$ cat config.mk
export PLATFORM = sky130hd
export DESIGN_NAME = piso_shift_tx
export DESIGN_NICKNAME = d
export VERILOG_FILES = /design/src/rtl/shift_pkg.sv /design/src/rtl/bit_counter.sv /design/src/rtl/piso_shift_tx.sv
export SDC_FILE = /design/constraint.sdc
export NUM_CORES = 1
export LEC_CHECK = 0
export CORE_AREA = 2 2 46 56
export CTS_BUF_LIST = sky130_fd_sc_hd__clkbuf_4 sky130_fd_sc_hd__clkbuf_8 sky130_fd_sc_hd__clkbuf_16
export CTS_CLUSTER_DIAMETER = 60
export DETAILED_ROUTE_END_ITERATION = 12
export DIE_AREA = 0 0 48 58
export PLACE_DENSITY = 0.72
export SETUP_SLACK_MARGIN = 0.4
export SKIP_LAST_GASP = 1
export SLEW_MARGIN = 40
export SYNTH_ARGS = -nofsm -noshare
export SYNTH_HDL_FRONTEND = slang
export SYNTH_SLANG_ARGS = --single-unit
$ cat constraint.sdc
create_clock -name clk -period 2.4 [get_ports clk]
set_clock_uncertainty 0.1 [all_clocks]
set_input_delay 0.48 -clock clk [delete_from_list [all_inputs] [get_ports clk]]
set_output_delay 0.48 -clock clk [all_outputs]
set_load 0.05 [all_outputs]
$ cat src/rtl/shift_pkg.sv
// Shared definitions for the serial shift blocks: FSM state encoding and default word width.
package shift_pkg;

    localparam int DEFAULT_WIDTH = 8;

    typedef enum logic {
        IDLE  = 1'b0,
        SHIFT = 1'b1
    } state_t;

endpackage : shift_pkg

$ cat src/rtl/bit_counter.sv
// Bit position counter for the serializer; flags the final bit of a word.
module bit_counter
    import shift_pkg::*;
#(
    parameter int WIDTH = DEFAULT_WIDTH
) (
    input  logic                     clk,
    input  logic                     clr,
    input  logic                     en,
    output logic [$clog2(WIDTH)-1:0] count,
    output logic                     last
);

    localparam int CW = $clog2(WIDTH);

    always_ff @(posedge clk) begin
        if (clr) begin
            count <= '0;
        end else if (en) begin
            count <= count + CW'(1);
        end
    end

    assign last = (count == CW'(WIDTH - 1));

endmodule : bit_counter

$ cat src/rtl/piso_shift_tx.sv
// Parallel-in serial-out transmitter: one-word holding buffer feeding an LSB-first shifter,
// back-to-back words are sent with no gap cycles.
module piso_shift_tx
    import shift_pkg::*;
#(
    parameter int WIDTH = DEFAULT_WIDTH
) (
    input  logic             clk,
    input  logic             rst_n,
    input  logic [WIDTH-1:0] load_data,
    input  logic             load_valid,
    output logic             load_ready,
    output logic             dout,
    output logic             dout_valid,
    output logic             frame_start,
    output logic             busy
);

    localparam int CW = $clog2(WIDTH);

    state_t           state, state_nxt;
    logic [WIDTH-1:0] buf_data;
    logic             buf_full;
    logic [WIDTH-1:0] shreg;
    logic [CW-1:0]    count;
    logic [CW-1:0]    bit_idx;
    logic             last;
    logic             reload;
    logic             shift_en;
    logic             finish;
    logic             accept;

    assign load_ready = !buf_full;
    assign accept     = load_valid && !buf_full;
    assign busy       = (state == SHIFT) || buf_full;

    bit_counter #(
        .WIDTH(WIDTH)
    ) u_bit_counter (
        .clk  (clk),
        .clr  (!rst_n || reload || finish),
        .en   (shift_en),
        .count(count),
        .last (last)
    );

    always_ff @(posedge clk) begin
        if (!rst_n) begin
            state <= IDLE;
        end else begin
            state <= state_nxt;
        end
    end

    always_comb begin
        state_nxt = state;
        reload    = 1'b0;
        shift_en  = 1'b0;
        finish    = 1'b0;
        bit_idx   = count + CW'(1);
        unique case (state)
            IDLE: begin
                if (buf_full) begin
                    reload    = 1'b1;
                    state_nxt = SHIFT;
                end
            end
            SHIFT: begin
                if (!last) begin
                    shift_en = 1'b1;
                end else if (buf_full) begin
                    reload = 1'b1;
                end else begin
                    finish    = 1'b1;
                    state_nxt = IDLE;
                end
            end
            default: state_nxt = IDLE;
        endcase
    end

    // The word is held in place and bits are picked by the counter, so the
    // counter position always equals the index of the bit currently on dout.
    always_ff @(posedge clk) begin
        if (!rst_n) begin
            buf_data    <= '0;
            buf_full    <= 1'b0;
            shreg       <= '0;
            dout        <= 1'b0;
            dout_valid  <= 1'b0;
            frame_start <= 1'b0;
        end else begin
            frame_start <= 1'b0;
            if (accept) begin
                buf_data <= load_data;
                buf_full <= 1'b1;
            end else if (reload) begin
                buf_full <= 1'b0;
            end
            if (reload) begin
                shreg       <= buf_data;
                dout        <= buf_data[0];
                dout_valid  <= 1'b1;
                frame_start <= 1'b1;
            end else if (shift_en) begin
                dout <= shreg[bit_idx];
            end else if (finish) begin
                dout       <= 1'b0;
                dout_valid <= 1'b0;
            end
        end
    end

endmodule : piso_shift_tx

Yosys cells after proc, flatten, opt, wreduce, memory -nomap -nowiden --
Cells that the tools add are included.
Storage, ports and cells: memories kept 0, output and inout port bits 5, memory bits (writable) 0, latch bits 0, memory bits (read-only) 0, bits in registers 24
Operators by class: divide/modulo/power cells 0, bitwise operators 1, $lt $le $gt $ge 1, add/subtract/negate cells 1, multipliers 0, shift operators 0, equality and inequality tests 2, reduce and logical (&&, ||, !) cells 10, multiplexer cells 20
Operators with widths (number):
- 1-bit 2-to-1 mux | 17
- 3-bit by 4-bit less-than comparator with 1-bit output (second input constant) | 1
- 1-bit one-hot mux with 2 select lines | 2
- 2-bit nonzero test | 2
- 3-bit by 1-bit adder with 3-bit output (second input constant) | 1
- 1-bit binary-select mux with 3-bit select | 1
- 3-bit == test (second input constant) | 1
- 1-bit logical OR | 3
- 3-bit nonzero test | 1
- 1-bit logical NOT | 2
- 2-bit inequality test (second input constant) | 1
- 2-bit AND reduction | 1
- 1-bit logical AND | 1
- 1-bit inverter | 1

Depth between registers and ports, before layout --
Gate-level depths: netlist (run 1).
word-level depth 6, depth in mapped cells 6

Hierarchy --
A second synthesis (run 1) with hierarchy kept.
Second synthesis, totals: cells, all modules 113, area, all modules 978.4 sq um
Modules (own cells, without submodules):
- piso_shift_tx | cells each 102, area an instance 853.3 sq um, seq. area each 420.4 sq um, instances 1
- bit_counter | cells each 11, area an instance 125.1 sq um, seq. area each 60.1 sq um, instances 1

Least setup slack after synthesis (run 1) --
OpenSTA, ideal clock, no wires.
path kind register to register, start register u_bit_counter.count[0], end register dout, path buffers 0, data required time 2.164 ns, setup time 0.136 ns, stages on the path, launching flop included 6, slack 0.572 ns, period minus slack after synthesis 1.828 ns, arrival time 1.592 ns, cells stage by stage dfxtp_1 > ha_1 > ha_1 > mux4_2 > nor2_1 > o32ai_2
Between the ends: longest elaborated chain between the ends 5
Ends and longest elaborated chain:
- start, declared | line bit_counter.sv:10 | output logic [$clog2(WIDTH)-1:0] count,
- start signal, assigned | line bit_counter.sv:20 | count <= count + CW'(1);
- 3-bit by 1-bit adder with 3-bit output | line piso_shift_tx.sv:60 | bit_idx = count + CW'(1);
- via bit_idx[2] | line piso_shift_tx.sv:26 | logic [CW-1:0] bit_idx;
- 1-bit binary-select mux with 3-bit select | line piso_shift_tx.sv:106 | dout <= shreg[bit_idx];
- 1-bit 2-to-1 mux (implied by the code) | line piso_shift_tx.sv:106
- 1-bit 2-to-1 mux | line piso_shift_tx.sv:105 | end else if (shift_en) begin
- 1-bit 2-to-1 mux | line piso_shift_tx.sv:100 | if (reload) begin
- end signal, assigned | line piso_shift_tx.sv:102 | dout <= buf_data[0];
- end signal, assigned | line piso_shift_tx.sv:106
- end, declared | line piso_shift_tx.sv:13 | output logic dout,
The timed path passes the listed nets, and every way through them passes these cells. The select of a mux whose other input is x is not followed. A chain may end at the register's enable or synchronous reset.

Worst setup path after layout (run 1) --
start register buf_full, end output port busy
Between the ends: longest elaborated chain between the ends 1
Ends and longest elaborated chain:
- start, declared | line piso_shift_tx.sv:23 | logic buf_full;
- start signal, assigned | line piso_shift_tx.sv:87 | buf_full <= 1'b0;
- start signal, assigned | line piso_shift_tx.sv:96 | buf_full <= 1'b1;
- start signal, assigned | line piso_shift_tx.sv:98 | buf_full <= 1'b0;
- 1-bit logical OR | line piso_shift_tx.sv:35 | assign busy = (state == SHIFT) || buf_full;
- end, declared | line piso_shift_tx.sv:16 | output logic busy
Every way passes these cells.

==> impl_metrics.toml, run 1 <==
[run_status]
status = "finished clean"

[logic_synthesis]
synth.avg_cell_area_um2 = 9.54
syn_inst = 106
yosysMostFrequentCell = "dfxtp_1"
syn_area_um2 = 1010
synthesis.nets = 120
yosys.area.top_type = "dfxtp_1"
ys_ff_latch = 24
ys.flop_type = "dfxtp_1"
synth_cell_types = 26
async_reset_ff_share_pct = 0
synth.area.top_cells = "dfxtp_1 (48%), mux2i_1 (9.9%), a21oi_1 (5.0%)"
synth_top_cells_by_count = "dfxtp_1 (24), nor2_1 (13), a21oi_1 (10), mux2i_1 (10), o21ai_0 (9)"
netlist.area_leader.share_pct = 47.5
synth_edf_count = 0
ys_seq_area_share_pct = 47.5
yosysWarnings = 0

[route]
drt_iter0_drc = 6
wl_met1_um = 871
ant_nets = 0
vias = 804
wirelength_um = 1940
vias_per_cell = 5.25
wl_per_cell_um = 12.7
drc_errors = 0
wl_met3_um = 61
wl_met2_um = 945
highest_layer = "met4"
drt_first_pass_iters = 4

[sta]
drv_slew = 0
max_freq_mhz = 522
worst_slack_ns = 0.484
holdWs_ns = 0.389
timing.final.crit_share_pct = 79.8
relSlewSlack_pct = 67.8
rsz0062_at_grt = "false"
worstMarginPinSlew_ns = 0.485
setup-violations-final = 0
fin_crit_ns = 1.92
finalHoldViolations = 0
tns_ns = 0

[min_path]
min_from = "buf_data[1]$_SDFFE_PN0P_"
hold_depth = 2
holdPathEnd = "shreg[1]$_SDFFE_PN0P_"
hp-class = "register to register"

[grt]
grt_pass1_wl_um = 3200
grt_use_total_pct = 16.4
grt-ovfl-total = 0
grt_max_degree = 16
grt_pass1_vias = 754
grt_antenna_before_repair = 0

[worst_setup_path]
worst-endpoint-required_ns = 1.82
cp-end-kind = "output port"
reg2reg_from = "u_bit_counter.count[0]$_SDFFE_PP0P_"
reg2reg_depth = 5
crit_type = "register to output port"
rrSetupSlack_ns = 0.51
r2r-end = "dout$_SDFFE_PN0P_"
crit_fanout = 15
cp-start-kind = "register"
worstPathArrival_ns = 1.34

[floorplan]
die_w_um = 48
initial_core_util_pct = 44.8
ios = 16
die-area_um2 = 2780
num_rows = 19
fp.coreArea_um2 = 2260
die_h_um = 58

[clocking]
cts-root-buf = "clkbuf_4"
numCtsBuffers = 3
hold_buffers = 0
clock_path_buffers = 2
clk_latency_ns = 0.31
h-tree-depth = 1
clk_pin_slew_ns = 0.12
clock-sinks = 24
cts_tree = "done"

[placement]
port_buffers = 15
gp_congestion = 0.855
post-place-ws_ns = 0.434
post-dp-hpwl_um = 1410

[finish]
syn_to_final_growth_pct = 21.9
diodes = 0
num-fill-cells = 203
drive_gt1_share_pct = 12.3
nNetsFinal = 137

[flow_run]
cap_violations = 0

[pwr]
leakage_nw = 0.485
ir_drop_mv = 0.378
power.total_w = 0.000780
power.density_nw_per_um2 = 633
-- state kept, by name, summed over array words and instances (netlist names) --
| signal | cells |
|---|---|
| buf_data | 8 |
| shreg | 8 |
| u_bit_counter.count | 3 |
| buf_full | 1 |
| dout | 1 |
| dout_valid | 1 |
| frame_start | 1 |
| state | 1 |
-- power breakdown --
part	internal, W	total (W)	switching (W)
sequential	0.000419	0.000432	0.0000131
clock	0.0000928	0.000209	0.000116
combinational	0.0000581	0.000138	0.0000804
-- final cells by class --
| cell class | count | area [um^2] | area share, % |
|---|---|---|---|
| timing repair buffer | 18 | 161 | 13.1 |
| clock buffer | 4 | 36.3 | 2.94 |
| tap | 31 | 38.8 | 3.15 |
| inverter | 2 | 7.51 | 0.609 |
| sequential | 24 | 480 | 39.0 |
| multi-input combinational | 74 | 508 | 41.2 |
-- stage by stage --
step	util, %	instance area, um^2	std cells
6_report	54.6	1230	153
4_1_cts	54.2	1220	153
2_1_floorplan	-	1010	106
5_1_grt	54.6	1230	153
3_3_place_gp	52.8	1190	149
3_5_place_dp	52.8	1190	149
-- layer usage --
layer | up-vias | GRT usage (%)
met4 | 0 | 9.27
met5 | - | 0
met1 | 377 | 19.1
met2 | 17 | 27.0
met3 | 5 | 2.80
li1 | 405 | -
-- worst max path at each step --
stage / start / slack (ns) / end / cells after the start
detailed placement: buf_full$_SDFFE_PN0P_ / 0.43 / load_ready / 2
finish: buf_full$_SDFFE_PN0P_ / 0.48 / busy / 3
global route: buf_full$_SDFFE_PN0P_ / 0.43 / busy / 3
global placement: buf_full$_SDFFE_PN0P_ / 0.45 / load_ready / 2
CTS: buf_full$_SDFFE_PN0P_ / 0.37 / load_ready / 2
floorplan: u_bit_counter.count[0]$_SDFFE_PP0P_ / 0.57 / dout$_SDFFE_PN0P_ / 5
-- layout by cell type, fill, tap and decap left out, drive strengths merged --
cell,n
o21ai,9
mux4,1
mux2i,10
buf,4
o32ai,1
clkbuf,5
nor2b,1
a21o,1
nor2,13
o2111ai,1
inv,2
or2,1
ha,3
nor3,1
a21oi,10
nand2b,1
nand2,3
a21boi,1
xnor2,1
a2bb2oi,1
a31oi,1
and2b,2
nor3b,2
clkdlybuf4s50,10
dlygate4sd2,3
dfxtp,24
mux2,2
nand3,8
-- cell families (layout without fill, tap and decap cells) --
group | after synthesis | after routing | share of synthesized area, %
AO/OA/AOI/OAI | 25 | 25 | 14.9
XOR/XNOR | 1 | 1 | 0.866
adder cells (fa/ha/maj) | 3 | 3 | 3.71
buffers and inverters | 8 | 24 | 3.47
flip-flops | 24 | 24 | 47.5
multiplexers | 13 | 13 | 14.4
AND/OR/NAND/NOR | 32 | 32 | 15.2
-- critical path, cell delays in order (launching register included) --
cell and delay [ns]:
dfxtp_1 0.33, buf_4 0.18, or2_2 0.32, buf_4 0.19
-- timing repair --
item	4_1_cts	5_1_grt
endpoints found under the setup margin	4	2
gates resized for setup	4	3
pin swaps	0	0
buffers inserted	0	0
No activity file was read; power rests on OpenSTA's default activity.
==> run 2, diff against run 1 <==
CORE_AREA = 2 2 46 57   (was 2 2 46 56)
DIE_AREA = 0 0 48 59   (was 0 0 48 58)
PLACE_DENSITY = 0.73   (was 0.72)
clock period = 1.6 ns   (was 2.4 ns; I/O delays follow)
==> run 2 against run 1 <==
  * Clock power grew 110%
  * Non-clock buffer count grew 14
  * Register-to-register slack lost 0.59 ns
  * Power grew 83%
  * Largest cell class unchanged
  * Critical path depth grew 2
  * Largest power group unchanged
  * Critical endpoint is now dout$_SDFFE_PN0P_
  * The run now ends with negative setup slack left
  * Global-route usage grew 2.5 points
==> impl_metrics.toml, run 2 (synthesis results as in run 1) <==
[run_status]
status = "finished with violations"
violations = "negative setup slack"

[finish]
seq_area_um2 = 495
diodes = 0
layout_top_registers = "buf_data (8), shreg (8), u_bit_counter.count (3)"
instances_no_fill = 168
syn_to_final_growth_pct = 55.2
mostFrequentLayoutCells = "dfxtp_1 (18), nor2_1 (12), buf_4 (12), mux2i_1 (9), clkdlybuf4s50_1 (9)"
nNetsFinal = 152
num-fill-cells = 184
utilization_pct = 69.5
final_common_cell = "dfxtp_1"
drive_gt1_share_pct = 40.9
multi_input_area_um2 = 614

[clocking]
cts_tree = "done"
clk_pin_slew_ns = 0.13
cts-root-buf = "clkbuf_4"
clock_path_buffers = 2
clk_latency_ns = 0.32
numCtsBuffers = 3
h-tree-depth = 1
clock-sinks = 24
hold_buffers = 0

[route]
vias = 891
wirelength_um = 2390
drt_first_pass_iters = 4
drt_iter0_drc = 6
wl_per_cell_um = 14.2
vias_per_cell = 5.30
ant_nets = 0
drc_errors = 0

[floorplan]
initial_core_util_pct = 44.8
die-area_um2 = 2830
die_h_um = 59
fp.coreArea_um2 = 2260
ios = 16
num_rows = 19
die_w_um = 48

[pwr]
power.total_w = 0.00143
leakage_nw = 0.601
power.density_nw_per_um2 = 910
ir_drop_mv = 0.806

[sta]
worstMarginPinSlew_ns = 0.252
holdWs_ns = 0.345
max_freq_mhz = 596
fin_crit_ns = 1.68
rsz0062_at_grt = "true"
finalHoldViolations = 0
relSlewSlack_pct = 83.1
tns_ns = -0.222
drv_slew = 0
timing.final.crit_share_pct = 105
worst_slack_ns = -0.0772
setup-violations-final = 4

[grt]
grt_pass1_wl_um = 3780
grt-ovfl-total = 0
grt_pass1_vias = 837
grt_max_degree = 15
grt_antenna_before_repair = 0
grt_use_total_pct = 18.9

[placement]
place_inst = 153
port_buffers = 15
post-dp-hpwl_um = 1520
gp_congestion = 0.817

[worst_setup_path]
worst-endpoint-required_ns = 1.72
reg2reg_from = "u_bit_counter.count[0]$_SDFFE_PP0P_"
rrSetupSlack_ns = -0.08
worstPathArrival_ns = 1.80
crit_fanout = 2
cp-end-kind = "register"
reg2reg_depth = 5
crit_type = "register to register"
cp-start-kind = "register"
r2r-end = "dout$_SDFFE_PN0P_"

[min_path]
hp-class = "primary input to register"
min_from = "load_valid"
holdPathEnd = "buf_full$_SDFFE_PN0P_"
hold_depth = 3

[flow_run]
cap_violations = 0
[run 2: cell type report]
class	count	share of cell area, %
clock inverters	1	1.91
repair buffers	32	22.8
well taps	31	2.47
flip-flops and latches	24	31.6
multi-input cells	75	39.2
inverters	2	0.638
clock buffers	3	1.44
[run 2: per-layer routing]
metal,wire length [um],GRT usage (%),up-vias
li1,-,-,439
met2,1280,31.0,18
met1,992,23.3,429
met5,0,0,-
met3,56,1.83,5
met4,58,10.4,0
[run 2: power breakdown]
group          internal [W]  total [W]  switching (W)
logic              0.000177   0.000333       0.000156
clock network      0.000254   0.000441       0.000188
registers          0.000629   0.000654      0.0000244
total               0.00106    0.00143       0.000368
[run 2: how the worst max path moves through the flow]
stage / from / to / slack, ns / cells past startpoint
2_1_floorplan: u_bit_counter.count[0]$_SDFFE_PP0P_ / dout$_SDFFE_PN0P_ / -0.1 / 5
3_3_place_gp: u_bit_counter.count[0]$_SDFFE_PP0P_ / dout$_SDFFE_PN0P_ / -0.07 / 5
3_5_place_dp: u_bit_counter.count[0]$_SDFFE_PP0P_ / dout$_SDFFE_PN0P_ / -0.09 / 5
4_1_cts: u_bit_counter.count[0]$_SDFFE_PP0P_ / dout$_SDFFE_PN0P_ / -0.07 / 5
5_1_grt: u_bit_counter.count[1]$_SDFFE_PP0P_ / u_bit_counter.count[0]$_SDFFE_PP0P_ / -0.12 / 8
6_report: u_bit_counter.count[0]$_SDFFE_PP0P_ / dout$_SDFFE_PN0P_ / -0.08 / 5
[run 2: worst max-delay path: stages (launching register included)]
cell and delay (ns):
dfxtp_4 0.37, ha_4 0.16, ha_4 0.27, mux4_2 0.49, nor2_2 0.11, o32ai_2 0.08
[run 2: repair_timing]
item | CTS | global route
pin swaps | 1 | 2
setup endpoints to repair | 29 | 29
resized for setup | 7 | 19
cloned | 0 | 1
setup buffers | 4 | 6
[run 2: metrics by stage]
stage / setup slack (ns) / cell area (um^2)
3_5_place_dp: -0.0862 / 1320
5_1_grt: -0.121 / 1570
6_report: -0.0772 / 1570
3_3_place_gp: -0.0706 / 1320
2_1_floorplan: -0.0994 / 1080
4_1_cts: -0.0689 / 1450
==> run 3, diff against run 2 <==
SKIP_LAST_GASP = unset   (was 1)
==> run 3 against run 2 <==
  * The run still ends with negative setup slack left
  * Non-clock buffer count unchanged
  * Sequential power about the same
  * Critical endpoint unchanged
  * Clock power decreased by 0.9%
  * First-iteration DRC count unchanged
  * Cell count unchanged
  * Worst hold slack improved by 0.0056 ns
  * Power decreased by 0.17%
  * Critical path type unchanged
  * Sequential share of layout area decreased by 0.075 points
  * Maximum frequency increased by 0.16%
==> impl_metrics.toml, run 3 (synthesis results as in run 1) <==
[run_status]
status = "finished with violations"
violations = "negative setup slack"

[grt]
grt-ovfl-total = 0
grt_max_degree = 15
grt_use_total_pct = 19.3
grt_pass1_wl_um = 3860
grt_antenna_before_repair = 0
grt_pass1_vias = 841

[route]
wl_met1_um = 978
drc_errors = 0
wirelength_um = 2470
vias = 890
ant_nets = 0
drt_first_pass_iters = 4
vias_per_cell = 5.30
highest_layer = "met4"
wl_per_cell_um = 14.7
drt_iter0_drc = 6
wl_met2_um = 1310
wl_met3_um = 77

[floorplan]
die_w_um = 48
die-area_um2 = 2830
die_h_um = 59
num_rows = 19
fp.coreArea_um2 = 2260
ios = 16
initial_core_util_pct = 44.8

[worst_setup_path]
cp-end-kind = "register"
crit_fanout = 2
worst-endpoint-required_ns = 1.72
cp-start-kind = "register"
reg2reg_depth = 5
crit_type = "register to register"
worstPathArrival_ns = 1.79

[clocking]
numCtsBuffers = 3
cts_tree = "done"
clk_pin_slew_ns = 0.13
clock_path_buffers = 2
h-tree-depth = 1
clock-sinks = 24
clk_latency_ns = 0.32
cts-root-buf = "clkbuf_4"
hold_buffers = 0

[finish]
nNetsFinal = 152
final_common_cell = "dfxtp_1"
diodes = 0
instances_no_fill = 168
drive_gt1_share_pct = 40.9
layout_top_registers = "buf_data (8), shreg (8), u_bit_counter.count (3)"
syn_to_final_growth_pct = 55.6
mostFrequentLayoutCells = "dfxtp_1 (18), nor2_1 (12), buf_4 (11), mux2i_1 (9), clkdlybuf4s50_1 (9)"

[pwr]
ir_drop_mv = 0.810
power.internal_w = 0.00106
clockPowerShare_pct = 30.7
p_switching_w = 0.000366
leakage_nw = 0.602
power.density_nw_per_um2 = 907
p_seq_share_pct = 45.8
p_comb_share_pct = 23.5
switching_share_pct = 25.6

[sta]
worst_slack_ns = -0.0745
finalHoldViolations = 0
timing.final.crit_share_pct = 105
relSlewSlack_pct = 77.0
rsz0062_at_grt = "true"
holdWs_ns = 0.351
setup-violations-final = 4
max_freq_mhz = 597
worstMarginPinSlew_ns = 0.344
fin_crit_ns = 1.67
drv_slew = 0

[min_path]
hp-class = "primary input to register"
hold_depth = 3

[placement]
post-dp-hpwl_um = 1520
port_buffers = 15
place_inst = 153
gp_congestion = 0.817

[flow_run]
cap_violations = 0
run 3: cell type report:
type | instances | area, um^2
Fill cell | 179 | 686
Multi-Input combinational cell | 75 | 614
Sequential cell | 24 | 495
Timing Repair Buffer | 32 | 362
Tap cell | 31 | 38.8
Clock inverter | 1 | 30.0
Clock buffer | 3 | 22.5
Inverter | 2 | 10.0
run 3: power groups by stage:
stage | Combinational (W) | Sequential (W) | Clock, W
after CTS | 0.000282 | 0.000657 | 0.000450
after global routing | 0.000361 | 0.000658 | 0.000471
after detailed placement | 0.000257 | 0.000669 | 0
final | 0.000335 | 0.000653 | 0.000437
after floorplan | 0.000144 | 0.000680 | 0
after global placement | 0.000250 | 0.000668 | 0
run 3: layer usage:
metal / up-vias / global-route usage [%]
met5: - / 0
met4: 0 / 10.4
met3: 11 / 1.83
met2: 22 / 31.8
met1: 419 / 23.9
li1: 438 / -
run 3: path summary, 6_finish.rpt:
check                                                    startpoint                    end  slack, ns
worst max-delay path            u_bit_counter.count[0]$_SDFFE_PP0P_      dout$_SDFFE_PN0P_      -0.07
worst min-delay path                                     load_valid  buf_full$_SDFFE_PN0P_       0.35
worst max register to register  u_bit_counter.count[0]$_SDFFE_PP0P_      dout$_SDFFE_PN0P_      -0.07
worst min register to register             buf_data[7]$_SDFFE_PN0P_  shreg[7]$_SDFFE_PN0P_       0.38
run 3: repair_timing:
item | CTS | global route
resized for setup | 9 | 18
pin swaps | 1 | 3
buffers inserted | 4 | 6
gates cloned | 0 | 1
endpoints found under the setup margin | 29 | 29
run 3: through the flow:
stage / setup TNS, ns / total power [W] / setup slack (ns) / area, um^2 / utilization, %
after floorplan: -0.0994 / 0.000823 / -0.0994 / 1080 / -
after global placement: -0.0706 / 0.000918 / -0.0706 / 1320 / 58.6
after detailed placement: -0.0862 / 0.000926 / -0.0862 / 1320 / 58.6
after CTS: -0.135 / 0.00139 / -0.0689 / 1460 / 64.4
after global routing: -0.438 / 0.00149 / -0.130 / 1570 / 69.6
final: -0.220 / 0.00143 / -0.0745 / 1570 / 69.6
run 3: critical path, stage by stage (launching register included):
cell,delay [ns]
dfxtp_4,0.37
ha_4,0.16
ha_4,0.27
mux4_2,0.49
nor2_2,0.11
o32ai_2,0.08
